File: src/rtl/riscv_hwlp_pkg.sv
// Shared constants and types for the hardware-loop sequencer.
//   hwlp_state_t : setup FSM state encoding (IDLE/WRITE/SETTLE)
//   HWLP_WE_ALL  : write-enable pattern {cnt,end,start}
//   HWLP_LOOP0/1 : loop set indices (loop 0 is the inner, higher-priority loop)
package riscv_hwlp_pkg;

  localparam int unsigned HWLP_N_REGS = 2;
  localparam int unsigned HWLP_ADDR_W = 32;
  localparam int unsigned HWLP_ST_W   = 2;

  typedef logic [HWLP_ST_W-1:0] hwlp_state_t;

  localparam hwlp_state_t IDLE   = 2'd0;
  localparam hwlp_state_t WRITE  = 2'd1;
  localparam hwlp_state_t SETTLE = 2'd2;

  localparam logic [2:0] HWLP_WE_ALL = 3'b111;

  localparam int unsigned HWLP_LOOP0 = 0;
  localparam int unsigned HWLP_LOOP1 = 1;

endpackage

File: src/rtl/riscv_hwloop_sequencer_if.sv
// Loop-setup request channel.
//   setup_req   : request, held by the requester until setup_ack
//   setup_regid : target loop set
//   setup_start / setup_end / setup_cnt : loop start, last body address, iteration count
//   setup_ack   : one-cycle accept pulse from the sequencer
interface riscv_hwloop_sequencer_if #(
  parameter int unsigned ADDR_W = 32
);

  logic              setup_req;
  logic              setup_regid;
  logic [ADDR_W-1:0] setup_start;
  logic [ADDR_W-1:0] setup_end;
  logic [ADDR_W-1:0] setup_cnt;
  logic              setup_ack;

  modport master (
    output setup_req, setup_regid, setup_start, setup_end, setup_cnt,
    input  setup_ack
  );

  modport slave (
    input  setup_req, setup_regid, setup_start, setup_end, setup_cnt,
    output setup_ack
  );

endinterface

File: src/rtl/riscv_hwloop_match.sv
// Per-loop end-of-body detector.
//   armed_i, pc_valid_i, pc_i : loop armed flag and issuing PC
//   end_i, cnt_i              : loop end address and current counter
//   hit_c_o                   : PC sits on an active loop's last instruction
//   gt1_c_o                   : counter > 1, i.e. another iteration follows
module riscv_hwloop_match #(
  parameter int unsigned ADDR_W = 32
) (
  input  logic              armed_i,
  input  logic              pc_valid_i,
  input  logic [ADDR_W-1:0] pc_i,
  input  logic [ADDR_W-1:0] end_i,
  input  logic [ADDR_W-1:0] cnt_i,
  output logic              hit_c_o,
  output logic              gt1_c_o
);

  // A zero counter marks the loop inactive.
  assign hit_c_o = armed_i & pc_valid_i & (pc_i == end_i) & (cnt_i != '0);
  assign gt1_c_o = (cnt_i > ADDR_W'(1));

endmodule

File: src/rtl/riscv_hwloop_sequencer.sv
// Hardware-loop sequencer for the ID stage.
//   clk, rst            : clock, asynchronous active-high reset
//   setup_if            : loop-setup request channel (slave side)
//   hwlp_we_o/regid_o/*_data_o : write port into the loop register file
//   hwlp_{start,end,cnt}_{0,1}_i : current loop register contents
//   pc_i, pc_valid_i, id_valid_i, flush_i : ID-stage instruction status
//   hwlp_dec_cnt_o      : one-hot counter decrement request
//   hwlp_jump_o, hwlp_targ_addr_o : fetch redirect to the loop start
//   busy_o              : setup in progress
module riscv_hwloop_sequencer
  import riscv_hwlp_pkg::*;
#(
  parameter int unsigned N_REGS = HWLP_N_REGS,
  parameter int unsigned ADDR_W = HWLP_ADDR_W
) (
  input  logic                    clk,
  input  logic                    rst,
  riscv_hwloop_sequencer_if.slave setup_if,
  output logic [2:0]              hwlp_we_o,
  output logic                    hwlp_regid_o,
  output logic [ADDR_W-1:0]       hwlp_start_data_o,
  output logic [ADDR_W-1:0]       hwlp_end_data_o,
  output logic [ADDR_W-1:0]       hwlp_cnt_data_o,
  input  logic [ADDR_W-1:0]       hwlp_start_0_i,
  input  logic [ADDR_W-1:0]       hwlp_start_1_i,
  input  logic [ADDR_W-1:0]       hwlp_end_0_i,
  input  logic [ADDR_W-1:0]       hwlp_end_1_i,
  input  logic [ADDR_W-1:0]       hwlp_cnt_0_i,
  input  logic [ADDR_W-1:0]       hwlp_cnt_1_i,
  input  logic [ADDR_W-1:0]       pc_i,
  input  logic                    pc_valid_i,
  input  logic                    id_valid_i,
  input  logic                    flush_i,
  output logic [1:0]              hwlp_dec_cnt_o,
  output logic                    hwlp_jump_o,
  output logic [ADDR_W-1:0]       hwlp_targ_addr_o,
  output logic                    busy_o
);

  hwlp_state_t       state_q, state_d;
  logic [N_REGS-1:0] armed_q, armed_d;
  logic              jump_done_q, jump_done_d;
  logic              regid_q;
  logic [ADDR_W-1:0] start_q, end_q, cnt_q;
  logic              latch_c;
  logic              ack_c;
  logic [2:0]        we_c;
  logic              busy_c;

  logic hit0_c, hit1_c, gt1_0_c, gt1_1_c;
  logic sel1_c, gt1_sel_c, jump_c;

  // Setup FSM: next state, armed flags and state-decoded outputs.
  always_comb begin
    state_d = state_q;
    armed_d = armed_q;
    latch_c = 1'b0;
    ack_c   = 1'b0;
    we_c    = 3'b000;
    busy_c  = 1'b0;
    case (state_q)
      IDLE: begin
        if (setup_if.setup_req) begin
          latch_c                        = 1'b1;
          armed_d[setup_if.setup_regid]  = 1'b0;
          state_d                        = WRITE;
        end
      end
      WRITE: begin
        ack_c   = 1'b1;
        we_c    = HWLP_WE_ALL;
        busy_c  = 1'b1;
        state_d = SETTLE;
      end
      SETTLE: begin
        // Register file holds the new values from here on; safe to arm.
        busy_c           = 1'b1;
        armed_d[regid_q] = 1'b1;
        state_d          = IDLE;
      end
      default: state_d = IDLE;
    endcase
  end

  always_ff @(posedge clk or posedge rst) begin
    if (rst) begin
      state_q     <= IDLE;
      armed_q     <= '0;
      jump_done_q <= 1'b0;
      regid_q     <= 1'b0;
      start_q     <= '0;
      end_q       <= '0;
      cnt_q       <= '0;
    end else begin
      state_q     <= state_d;
      armed_q     <= armed_d;
      jump_done_q <= jump_done_d;
      if (latch_c) begin
        regid_q <= setup_if.setup_regid;
        start_q <= setup_if.setup_start;
        end_q   <= setup_if.setup_end;
        cnt_q   <= setup_if.setup_cnt;
      end
    end
  end

  riscv_hwloop_match #(.ADDR_W(ADDR_W)) u_match0 (
    .armed_i    (armed_q[HWLP_LOOP0]),
    .pc_valid_i (pc_valid_i),
    .pc_i       (pc_i),
    .end_i      (hwlp_end_0_i),
    .cnt_i      (hwlp_cnt_0_i),
    .hit_c_o    (hit0_c),
    .gt1_c_o    (gt1_0_c)
  );

  riscv_hwloop_match #(.ADDR_W(ADDR_W)) u_match1 (
    .armed_i    (armed_q[HWLP_LOOP1]),
    .pc_valid_i (pc_valid_i),
    .pc_i       (pc_i),
    .end_i      (hwlp_end_1_i),
    .cnt_i      (hwlp_cnt_1_i),
    .hit_c_o    (hit1_c),
    .gt1_c_o    (gt1_1_c)
  );

  // Inner loop wins when both loops end on the same instruction.
  assign sel1_c    = hit1_c & ~hit0_c;
  assign gt1_sel_c = hit0_c ? gt1_0_c : gt1_1_c;
  assign jump_c    = (hit0_c | hit1_c) & gt1_sel_c & ~jump_done_q & ~flush_i;

  // One redirect per instruction: held off across ID stalls until it leaves or is flushed.
  always_comb begin
    jump_done_d = jump_done_q;
    if (id_valid_i || flush_i) begin
      jump_done_d = 1'b0;
    end else if (jump_c) begin
      jump_done_d = 1'b1;
    end
  end

  assign setup_if.setup_ack = ack_c;
  assign hwlp_we_o          = we_c;
  assign busy_o             = busy_c;
  assign hwlp_regid_o       = regid_q;
  assign hwlp_start_data_o  = start_q;
  assign hwlp_end_data_o    = end_q;
  assign hwlp_cnt_data_o    = cnt_q;

  assign hwlp_dec_cnt_o   = flush_i ? 2'b00 : {sel1_c, hit0_c};
  assign hwlp_jump_o      = jump_c;
  assign hwlp_targ_addr_o = !jump_c ? '0 : (hit0_c ? hwlp_start_0_i : hwlp_start_1_i);

endmodule

File: src/flat_wrapper.sv
// flat-port wrapper written by rule: the top's interface ports become plain ports
module riscv_hwloop_sequencer_flat import riscv_hwlp_pkg::*;
#(
  parameter int unsigned N_REGS = HWLP_N_REGS,
  parameter int unsigned ADDR_W = HWLP_ADDR_W
)
  (clk, rst, hwlp_we_o, hwlp_regid_o, hwlp_start_data_o, hwlp_end_data_o, hwlp_cnt_data_o, hwlp_start_0_i, hwlp_start_1_i, hwlp_end_0_i, hwlp_end_1_i, hwlp_cnt_0_i, hwlp_cnt_1_i, pc_i, pc_valid_i, id_valid_i, flush_i, hwlp_dec_cnt_o, hwlp_jump_o, hwlp_targ_addr_o, busy_o, setup_if_setup_req, setup_if_setup_regid, setup_if_setup_start, setup_if_setup_end, setup_if_setup_cnt, setup_if_setup_ack);
  riscv_hwloop_sequencer_if #(.ADDR_W(ADDR_W)) setup_if_i ();
  input  logic clk;
  input  logic rst;
  output logic [2:0] hwlp_we_o;
  output logic hwlp_regid_o;
  output logic [ADDR_W-1:0] hwlp_start_data_o;
  output logic [ADDR_W-1:0] hwlp_end_data_o;
  output logic [ADDR_W-1:0] hwlp_cnt_data_o;
  input  logic [ADDR_W-1:0] hwlp_start_0_i;
  input  logic [ADDR_W-1:0] hwlp_start_1_i;
  input  logic [ADDR_W-1:0] hwlp_end_0_i;
  input  logic [ADDR_W-1:0] hwlp_end_1_i;
  input  logic [ADDR_W-1:0] hwlp_cnt_0_i;
  input  logic [ADDR_W-1:0] hwlp_cnt_1_i;
  input  logic [ADDR_W-1:0] pc_i;
  input  logic pc_valid_i;
  input  logic id_valid_i;
  input  logic flush_i;
  output logic [1:0] hwlp_dec_cnt_o;
  output logic hwlp_jump_o;
  output logic [ADDR_W-1:0] hwlp_targ_addr_o;
  output logic busy_o;
  input wire logic [$bits(setup_if_i.setup_req)-1:0] setup_if_setup_req;
  input wire logic [$bits(setup_if_i.setup_regid)-1:0] setup_if_setup_regid;
  input wire logic [$bits(setup_if_i.setup_start)-1:0] setup_if_setup_start;
  input wire logic [$bits(setup_if_i.setup_end)-1:0] setup_if_setup_end;
  input wire logic [$bits(setup_if_i.setup_cnt)-1:0] setup_if_setup_cnt;
  output wire logic [$bits(setup_if_i.setup_ack)-1:0] setup_if_setup_ack;
  assign setup_if_i.setup_req = setup_if_setup_req;
  assign setup_if_i.setup_regid = setup_if_setup_regid;
  assign setup_if_i.setup_start = setup_if_setup_start;
  assign setup_if_i.setup_end = setup_if_setup_end;
  assign setup_if_i.setup_cnt = setup_if_setup_cnt;
  assign setup_if_setup_ack = setup_if_i.setup_ack;
  riscv_hwloop_sequencer #(.N_REGS(N_REGS), .ADDR_W(ADDR_W)) u_core (.clk(clk), .rst(rst), .setup_if(setup_if_i), .hwlp_we_o(hwlp_we_o), .hwlp_regid_o(hwlp_regid_o), .hwlp_start_data_o(hwlp_start_data_o), .hwlp_end_data_o(hwlp_end_data_o), .hwlp_cnt_data_o(hwlp_cnt_data_o), .hwlp_start_0_i(hwlp_start_0_i), .hwlp_start_1_i(hwlp_start_1_i), .hwlp_end_0_i(hwlp_end_0_i), .hwlp_end_1_i(hwlp_end_1_i), .hwlp_cnt_0_i(hwlp_cnt_0_i), .hwlp_cnt_1_i(hwlp_cnt_1_i), .pc_i(pc_i), .pc_valid_i(pc_valid_i), .id_valid_i(id_valid_i), .flush_i(flush_i), .hwlp_dec_cnt_o(hwlp_dec_cnt_o), .hwlp_jump_o(hwlp_jump_o), .hwlp_targ_addr_o(hwlp_targ_addr_o), .busy_o(busy_o));
endmodule
File: config.mk
export PLATFORM = sky130hd
export DESIGN_NAME = riscv_hwloop_sequencer_flat
export DESIGN_NICKNAME = d
export VERILOG_FILES = /design/src/rtl/riscv_hwlp_pkg.sv /design/src/rtl/riscv_hwloop_sequencer_if.sv /design/src/rtl/riscv_hwloop_match.sv /design/src/rtl/riscv_hwloop_sequencer.sv /design/src/flat_wrapper.sv
export SDC_FILE = /design/constraint.sdc
export NUM_CORES = 1
export LEC_CHECK = 0
export CAP_MARGIN = 20
export CORE_AREA = 5 5 176 178
export DETAILED_ROUTE_END_ITERATION = 8
export DIE_AREA = 0 0 181 183
export PLACE_DENSITY = 0.63
export SLEW_MARGIN = 5
export SYNTH_ARGS = -nofsm -noshare
export SYNTH_HDL_FRONTEND = slang
export SYNTH_SLANG_ARGS = --single-unit
File: constraint.sdc
create_clock -name clk -period 7.78 [get_ports clk]
set_input_delay 1.556 -clock clk [delete_from_list [all_inputs] [get_ports clk]]
set_output_delay 1.556 -clock clk [all_outputs]
set_load 0.02 [all_outputs]
# Word level (Yosys, flattened, before mapping)
# Index checks and enable logic that the tools add are counted.
# Widths: inputs -> output; s select.
# totals
regBits	102
in_bits	327
output_inout_bits	137
# classes
n_eq_ne	5
magnitude_cmp	6
reduce_logical	10
bitwise	17
n_mux	19
# ops
op	count
$eq 32x32->1	2
$gt 32x1->1 const B	2
$mux 32	2
$reduce_bool 32->1	2
$and 1x1->1	10
$mux 1	9
$pmux 2 s2	2
$mux 2	3
$lt 1x2->1 const B	2
$reduce_bool 2->1	2
$mux 3	1
$not 1->1	3
$and 2x2->2	1
$demux 1 s1	2
$eq 2x1->1 const B	1
$eq 2x2->1 const B	1
$ge 1x1->1 const B	2
$logic_and 1x1->1	2
$logic_not 2->1	1
$ne 2x2->1 const B	1
$not 2->2	1
$or 2x2->2	1
$reduce_and 2->1	1
$reduce_or 2->1	1
2 further kinds	2

# Depth between registers and ports, before layout
# Gate-level depths: netlist of run 1.
# logic_depth
depth_word	9
ltp_mapped	7

# Cells and area by module
# Synthesis of run 1 repeated with hierarchy kept, for this count alone.
# hier_totals
cells_unflattened	427
hier_area_um2	5297.6
# modules_own_cells
mod	seq_area_each_um2	area_per_inst_um2	n_inst	cells_per_inst
riscv_hwloop_sequencer	2552.4	4421.7	1	315
riscv_hwloop_match	0.0	437.9	2	56

# Worst setup path after synthesis of run 1
# OpenSTA, ideal clock, no wires.
# synth_path
path_kind	input to output
startpoint	input port hwlp_end_1_i[3]
endpoint	output port hwlp_dec_cnt_o[1]
path_slack_ps	2927
n_path_buf	0
stages	5
t_arrival_ps	3297
cell_sequence	xnor2_1 > nand4_1 > or4_1 > or3_1 > nor4_1
# synth_between
elab_chain_cells	5
# synth_rtl
element	line	source
from (decl)	flat_wrapper.sv:19	input logic [ADDR_W-1:0] hwlp_end_1_i;
$eq 32x32->1	riscv_hwloop_match.sv:19	assign hit_c_o = armed_i & pc_valid_i & (pc_i == end_i) & (cnt_i != '0);
$and 1x1->1 (2 in series)	riscv_hwloop_match.sv:19	
$and 1x1->1	riscv_hwloop_sequencer.sv:128	assign sel1_c = hit1_c & ~hit0_c;
$mux 2	riscv_hwloop_sequencer.sv:150	assign hwlp_dec_cnt_o = flush_i ? 2'b00 : {sel1_c, hit0_c};
to (decl)	flat_wrapper.sv:26	output logic [1:0] hwlp_dec_cnt_o;
# No other way between the ends.

# Worst setup path after layout of run 1
# layout_path
startpoint	input port pc_i[30]
endpoint	output port hwlp_targ_addr_o[25]
# layout_between
elab_chain_cells	8
elab_cells_between_ends	13
classes_between	eq/ne (2); mux (3); bitwise (8)
# layout_rtl
element	line	source
from (decl)	flat_wrapper.sv:22	input logic [ADDR_W-1:0] pc_i;
$eq 32x32->1	riscv_hwloop_match.sv:19	
$and 1x1->1 (2 in series)	riscv_hwloop_match.sv:19	
$or 1x1->1 / $mux 1 (equally long branches)	riscv_hwloop_sequencer.sv:130, riscv_hwloop_sequencer.sv:129	
$and 1x1->1 (3 in series)	riscv_hwloop_sequencer.sv:130	assign jump_c = (hit0_c | hit1_c) & gt1_sel_c & ~jump_done_q & ~flush_i;
$mux 32 (*)	riscv_hwloop_sequencer.sv:152	assign hwlp_targ_addr_o = !jump_c ? '0 : (hit0_c ? hwlp_start_0_i : hwlp_start_1_i);
to (decl)	flat_wrapper.sv:28	output logic [ADDR_W-1:0] hwlp_targ_addr_o;
# Mark *: on every way between the ends. The rest lies on a longest branch, timed or not.

==> out/results.env, run 1 <==
POSTSYNTHREGISTERBITS=102
SYNTH_WARNINGS=0
DETAIL_ROUTE.FIRST_PASS.ITERATIONS=4
VIAS_PER_CELL=4.16
LAYOUT-DRIVE-GT1-SHARE=0.172
AREA_GROWTH_FROM_SYNTHESIS_TO_LAYOUT_PCT=96.2
HP-START='u_core.hwlp_start_data_o[16]'
POWER_REPORT.INTERNAL_TOTAL_mW=1.91
WORST_SLACK_NS=1.19
WHS_NS=0.505
ROUTED_WL_PER_CELL_UM=20.6
SYNTH_TOP_AREA_FRAC=0.460
DETAIL-ROUTE-ANTENNA-NETS=0
CTS-HOLD-FIX-BUFFERS=0
CLK_PATH_BUF_DEPTH=2
WORST_SETUP_HOLD_PATH_CLK_SLEW_NS=0.07
YS_SEQ_AREA_FRAC=0.460
MAXCLOCKFREQUENCY_GHz=0.152
WORST_HOLD_PATH_TYPE='flip-flop to flip-flop'
GRT_ANTENNA_BEFORE_REPAIR=2
FIN_CELLS=1292
PLACED_CELLS=1275
POWER_SWITCHING_mW=1.09
ROUTE.DETAILED.DRC=0
CRIT_TYPE='primary input to primary output'
TOTALWIRELENGTH_UM=26600
SYNTHDISTINCTLIBCELLS=31
NETLIST.TOP_CELL.BY_AREA='dfrtp_1'
MULTI_INPUT_AREA_UM2=2850
POWER.TOTAL_mW=2.99
CLK-INSERTION-DELAY-LATE_NS=0.35
LAYOUT_COMMONEST_CELL='clkdlybuf4s50_1'
WORST_SETUP_SLACK_POST_DPL_NS=1.12
DIE_WIDTH_UM=181
LEAKAGE_nW=3.98
STD_CELL_ROWS=63
TOTALNEGATIVESETUPSLACK_NS=0
CTS-HTREE-LEVELS=3
CRIT_REQUIRED_NS=6.22
SYNTH-MAIN-FF-CELL='dfrtp_1'
SEQ_POWER_SHARE=0.312
PLACE_CONGESTION=0.904
WORSTREG2REGSTART='u_core.state_q[0]'
CP_NUM_BUF_INV=3
SYNTHARSTFLOPSHARE=1.00
CRITICAL_PATH.TOP_DELAY_FAMILY='simple AND/OR/NAND/NOR gates'
TIMING.SLEW.HEADROOM=0.327
FP.COREAREA_UM2=29200
SYNTH-EDFF-COUNT=0
WORST_PATH_LARGEST_CELL_DELAY_NS=0.91
NUMCTSBUFFERS=9
TRITONCTS='yes'
GRTUSAGETOTAL=0.154
LAYOUT_WORST_PATH_CYCLE_SHARE=0.847
SETUP-VIOLATIONS-FINAL=0
DRV_CAP=0
POWER_DENSITY_nW_PER_UM2=275
FINAL_PERIOD_MINUS_WORST_SETUP_SLACK_NS=6.59
WORSTMARGINPINSLEW_NS=1.00
FILL_CELLS=2849
CRITPATHMOSTFREQUENTCELL='clkdlybuf4s50_1'
CRIT_PATH_END_KIND='primary output'
WORST_SETUP_PATH_START_KIND='primary input'
GRT_SETUP_UNREPAIRED='false'
VIAS_IN_THE_FIRST_GLOBAL_ROUTE=5989
GRT_FIRST_PASS_WIRELENGTH_UM=38800
CTS_SINKS=102
CRIT_FANOUT=21
FINCLKSKEW_NS=0.00885
SHARE_OF_TOTAL_POWER_CONSUMED_BY_NET_SWITCHING=0.364
LAYOUT.NETS=1226
CRIT_PATH_START='pc_i[30]'
POSTSYNTHAREAPERCELL_UM2=12.6
NUM_VIAS=5372
MOST-COMMON-LAYOUT-CELLS='clkdlybuf4s50_1 (463), dfrtp_1 (102), mux2_2 (96)'
START_UTIL=0.190
POWER_FRAC_COMB=0.538
POWER_SHARE_OF_THE_CLOCK_GROUP=0.150
WORST-R2R-SETUP-SLACK_NS=5.29
DETAILEDROUTE.FIRSTITERATIONVIOLATIONS=183
CTS_POST_SETUP_BUFFERS_INSERTED=0
IRDROPWORSTVDD_uV=183
CRITICAL_PATH_ARRIVAL_NS=5.03
CP_CELL_SEQUENCE='clkdlybuf4s50_1 -> xor2_1 -> nor4_1 -> nand4_1 -> nor4_4 -> buf_12 -> mux2i_1 -> nor3_2 -> clkdlybuf4s50_1'
BUFFERS_ON_PORTS=463
AREA_USED_BY_SEQUENTIAL_LOGIC_IN_THE_LAYOUT_UM2=2550
FINAL_SLEW_VIOL_COUNT=0
OUTCOME='complete, no violations'
MAPPEDNETLISTAREA_UM2=5550
DIE_HEIGHT_UM=183
REPORT.FINAL.HOLD_VIOL_COUNT=0
CTSROOTBUFFERMASTER='clkbuf_16'
CRIT_PATH_TOP_DELAY_CELL='nor4_4'
IOS=464
SYNTH_CELLS=440
DIE_AREA_UM2=33100
POST_CTS.RESIZED_INSTANCES=0
SYNTH_AREA_LEADERS='dfrtp_1 (46%), mux2_2 (19%), xor2_1 (7.6%), mux2i_1 (5.8%), nor3_2 (5.6%)'
GRT-OVFL-TOTAL=0
DP_HPWL_UM=22600
SYN_NETS=770
GRT_START_MAX_NET_PINS=58
## power groups by stage
stage	clock (mW)	sequential, mW	combinational (mW)
final	0.449	0.935	1.61
after global routing	0.491	0.975	1.70
after CTS	0.472	0.939	1.64
after detailed placement	0	0.946	1.63
after global placement	0	0.933	1.63
after floorplan	0	1.25	0.449
## final timing paths
check	cells past startpoint	to
max	9	hwlp_targ_addr_o[25]
min	1	u_core.hwlp_start_data_o[16]
min reg2reg	1	u_core.hwlp_start_data_o[16]
min in group asynchronous	2	u_core.hwlp_end_data_o[27]
max in group asynchronous	3	u_core.hwlp_cnt_data_o[18]
max reg2reg	5	u_core.hwlp_start_data_o[4]
## layout make-up
cell class / count / area share
Multi-Input combinational cell: 309 / 0.262
Inverter: 6 / 0.00230
Antenna cell: 1 / 0.000230
Clock inverter: 6 / 0.00505
Sequential cell: 102 / 0.234
Timing Repair Buffer: 468 / 0.430
Tap cell: 390 / 0.0448
Clock buffer: 10 / 0.0219
## cells by family (layout without fill, tap and decap cells)
kind of cell / Yosys count / in the layout / share of synthesized area
muxes: 129 / 129 / 0.255
xor gates and xnor gates: 64 / 64 / 0.101
AOI/OAI and AO/OA: 8 / 8 / 0.00811
buffers and inverters: 29 / 490 / 0.0297
adders and majority gates: 3 / 3 / 0.00676
and+or+nand+nor: 105 / 105 / 0.140
other: 0 / 1 / 0
DFF: 102 / 102 / 0.460
## layer usage
layer,vias to the layer above,track usage,part of all wire
met5,-,0,0.00049
met4,2,0.0489,0.028
met3,28,0.0668,0.10
met2,295,0.266,0.49
met1,2543,0.173,0.38
li1,2504,-,-
## sequential cells by signal, summed over array words and instances, names as in the netlist
| name | count |
|---|---|
| u_core.hwlp_start_data_o | 32 |
| u_core.state_q | 2 |
| u_core.jump_done_q | 1 |
| u_core.armed_q | 2 |
| u_core.hwlp_regid_o | 1 |
| u_core.hwlp_end_data_o | 32 |
| u_core.hwlp_cnt_data_o | 32 |
## cells in the mapped netlist, types with 6 or more instances
cell     count
dfrtp_1    102
inv_1        6
buf_1        9
buf_6        6
xnor2_1     16
mux2i_1     32
nand4_1     10
nor4_1      33
nor3_2      31
mux2_2      96
xor2_1      48
nor3_1       7
## metrics by stage
step | util | instance area, um2
floorplan | - | 5550
global placement | 0.363 | 10600
detailed placement | 0.363 | 10600
CTS | 0.373 | 10900
global route | 0.373 | 10900
finish | 0.373 | 10900
Note: power is estimated with default switching activity, not from simulation.
==> run 2: changes to the inputs <==
Clock period 7.78 ns to 6.8 ns, I/O delays scaled along.
==> out/results.env, run 2 (synthesized netlist as in run 1, its figures left out) <==
GRT-OVFL-TOTAL=0  # unchanged
POST_CTS.RESIZED_INSTANCES=0  # unchanged
ROUTE.DETAILED.DRC=0  # unchanged
DIE_HEIGHT_UM=183  # unchanged
IOS=464  # unchanged
CRITICAL_PATH_ARRIVAL_NS=4.88  # -0.15 ns
WORST_SETUP_PATH_START_KIND='primary input'
BUFFERS_ON_PORTS=463  # unchanged
WORSTMARGINPINSLEW_NS=1.03  # +0.0310 ns
FINAL_SLEW_VIOL_COUNT=0  # unchanged
SETUP-VIOLATIONS-FINAL=0  # unchanged
FILL_CELLS=2904  # +1.9%
CTS-HOLD-FIX-BUFFERS=0  # unchanged
WORST_SETUP_HOLD_PATH_CLK_SLEW_NS=0.07  # about the same
POSTPLACECELLAREA_UM2=10600  # about the same
HOLDPATHSTAGES=1  # unchanged
TRITONCTS='yes'
FINAL_PERIOD_MINUS_WORST_SETUP_SLACK_NS=6.24
FINISH.INSTANCE_AREA_UM2=10900  # about the same
VIAS_IN_THE_FIRST_GLOBAL_ROUTE=5924  # -1.1%
DIE_WIDTH_UM=181  # unchanged
MOST-COMMON-LAYOUT-CELLS='clkdlybuf4s50_1 (463), dfrtp_1 (102), mux2_2 (96)'
CRIT_TYPE='primary input to primary output'
CP_CELL_SEQUENCE='clkdlybuf4s50_1 -> xor2_1 -> nor4_1 -> nand4_1 -> nor4_4 -> buf_12 -> mux2i_1 -> nor3_2 -> clkdlybuf4s50_1'
DRV_CAP=0  # unchanged
CLK-INSERTION-DELAY-LATE_NS=0.34  # about the same
LEAKAGE_nW=3.98  # about the same
CRIT_FANOUT=29  # +38%
POWER_DENSITY_nW_PER_UM2=314  # +14%
WORST_HOLD_PATH_TYPE='flip-flop to flip-flop'
WORST_PATH_LARGEST_CELL_DELAY_NS=0.69  # -0.22 ns
LAYOUT_WORST_PATH_CYCLE_SHARE=0.918
DETAIL-ROUTE-ANTENNA-NETS=0  # unchanged
START_UTIL=0.190  # unchanged
CLK_PATH_BUF_DEPTH=2  # unchanged
CRITPATHMOSTFREQUENTCELL='clkdlybuf4s50_1'
CRIT_REQUIRED_NS=5.44  # -0.78 ns
CTSROOTBUFFERMASTER='clkbuf_16'
MAXCLOCKFREQUENCY_GHz=0.160
NUMCTSBUFFERS=9  # unchanged
LAYOUT_COMMONEST_CELL='clkdlybuf4s50_1'
FF2FF_PATH_DEPTH=5  # unchanged
WORST_SLACK_NS=0.558  # -0.633 ns
FINCLKSKEW_NS=0.0101  # +0.00122 ns
LAYOUT.NETS=1225  # -0.082%
DIE_AREA_UM2=33100  # unchanged
PLACE_CONGESTION=0.907  # +0.41%
NUM_VIAS=5325  # -0.87%
GRT_FIRST_PASS_WIRELENGTH_UM=39000  # +0.43%
GRT_START_MAX_NET_PINS=57  # -1.7%
AREA_GROWTH_FROM_SYNTHESIS_TO_LAYOUT_PCT=96.2  # about the same
CTS_SINKS=102  # unchanged
DP_HPWL_UM=23000  # +2.0%
WORST_SETUP_SLACK_POST_DPL_NS=0.567  # -0.553 ns
TIMING.SLEW.HEADROOM=0.311  # -0.0157
GRT_ANTENNA_BEFORE_REPAIR=4  # +2
REPORT.FINAL.HOLD_VIOL_COUNT=0  # unchanged
IRDROPWORSTVDD_uV=257  # +41%
OUTCOME='complete, no violations'
CRIT_PATH_TOP_DELAY_CELL='mux2i_1'
DETAILEDROUTE.FIRSTITERATIONVIOLATIONS=160  # -13%
DETAIL_ROUTE.FIRST_PASS.ITERATIONS=4  # unchanged
FP.COREAREA_UM2=29200  # unchanged
GRT_SETUP_UNREPAIRED='false'
VIAS_PER_CELL=4.12  # -0.95%
GRTUSAGETOTAL=0.156  # +0.00207
LAYOUT-DRIVE-GT1-SHARE=0.171  # -0.000920
TOTALWIRELENGTH_UM=27000  # +1.3%
ROUTED_WL_PER_CELL_UM=20.9  # +1.2%
STD_CELL_ROWS=63  # unchanged
TOTALNEGATIVESETUPSLACK_NS=0  # unchanged
CTS_POST_SETUP_BUFFERS_INSERTED=0  # unchanged
CRIT_PATH_END_KIND='primary output'
CTS-HTREE-LEVELS=3  # unchanged
## run 2: path summary, 6_finish.rpt
| check | startpoint | to | slack [ns] |
|---|---|---|---|
| worst max register to register | u_core.state_q[0] | u_core.hwlp_end_data_o[0] | 4.35 |
| worst min register to register | u_core.hwlp_start_data_o[26] | u_core.hwlp_start_data_o[26] | 0.50 |
| worst min-delay path | u_core.hwlp_start_data_o[26] | u_core.hwlp_start_data_o[26] | 0.50 |
| worst max-delay path | pc_i[9] | hwlp_targ_addr_o[2] | 0.56 |
| max in group asynchronous | rst | u_core.hwlp_start_data_o[18] | 4.18 |
| min in group asynchronous | rst | u_core.hwlp_start_data_o[17] | 1.48 |
## run 2: metal layers
metal	GRT usage	share of wire	up-vias
met4	0.0534	0.024	2
met2	0.265	0.49	299
met1	0.174	0.38	2498
li1	-	-	2503
met5	0	0.00067	-
met3	0.0722	0.11	23
## run 2: report_power, final
part | internal [mW] | switching (mW) | total (mW)
logic | 1.00 | 0.846 | 1.85
clock network | 0.273 | 0.237 | 0.510
registers | 0.913 | 0.153 | 1.07
## run 2: per-stage QoR
stage,utilization,power [mW],cells,hold WS [ns]
6_report,0.373,3.42,1293,0.503
3_3_place_gp,0.362,2.93,1274,0.486
4_1_cts,0.372,3.48,1290,0.508
3_5_place_dp,0.362,2.95,1274,0.492
5_1_grt,0.373,3.63,1293,0.512
2_1_floorplan,-,1.95,440,0.485
## run 2: worst max-delay path: cells and delay by family
kind | cells | cell delay (ns)
buffers and inverters | 3 | 1.36
xor gates and xnor gates | 1 | 0.23
muxes | 1 | 0.69
and+or+nand+nor | 4 | 1.20
## run 2: cell type report
| class | instances | area [um2] | share of cell area |
|---|---|---|---|
| Antenna cell | 3 | 7.51 | 0.000689 |
| Clock buffer | 11 | 253 | 0.0232 |
| Clock inverter | 5 | 41.3 | 0.00379 |
| Inverter | 6 | 25.0 | 0.00230 |
| Multi-Input combinational cell | 309 | 2850 | 0.262 |
| Sequential cell | 102 | 2550 | 0.234 |
| Tap cell | 390 | 488 | 0.0448 |
| Timing Repair Buffer | 467 | 4680 | 0.429 |
==> run 3: changes to the inputs <==
Settings changed: CAP_MARGIN 20 to not set.
==> results of run 3 <==
The final DEF is identical to that of run 2; final timing and power are the same.
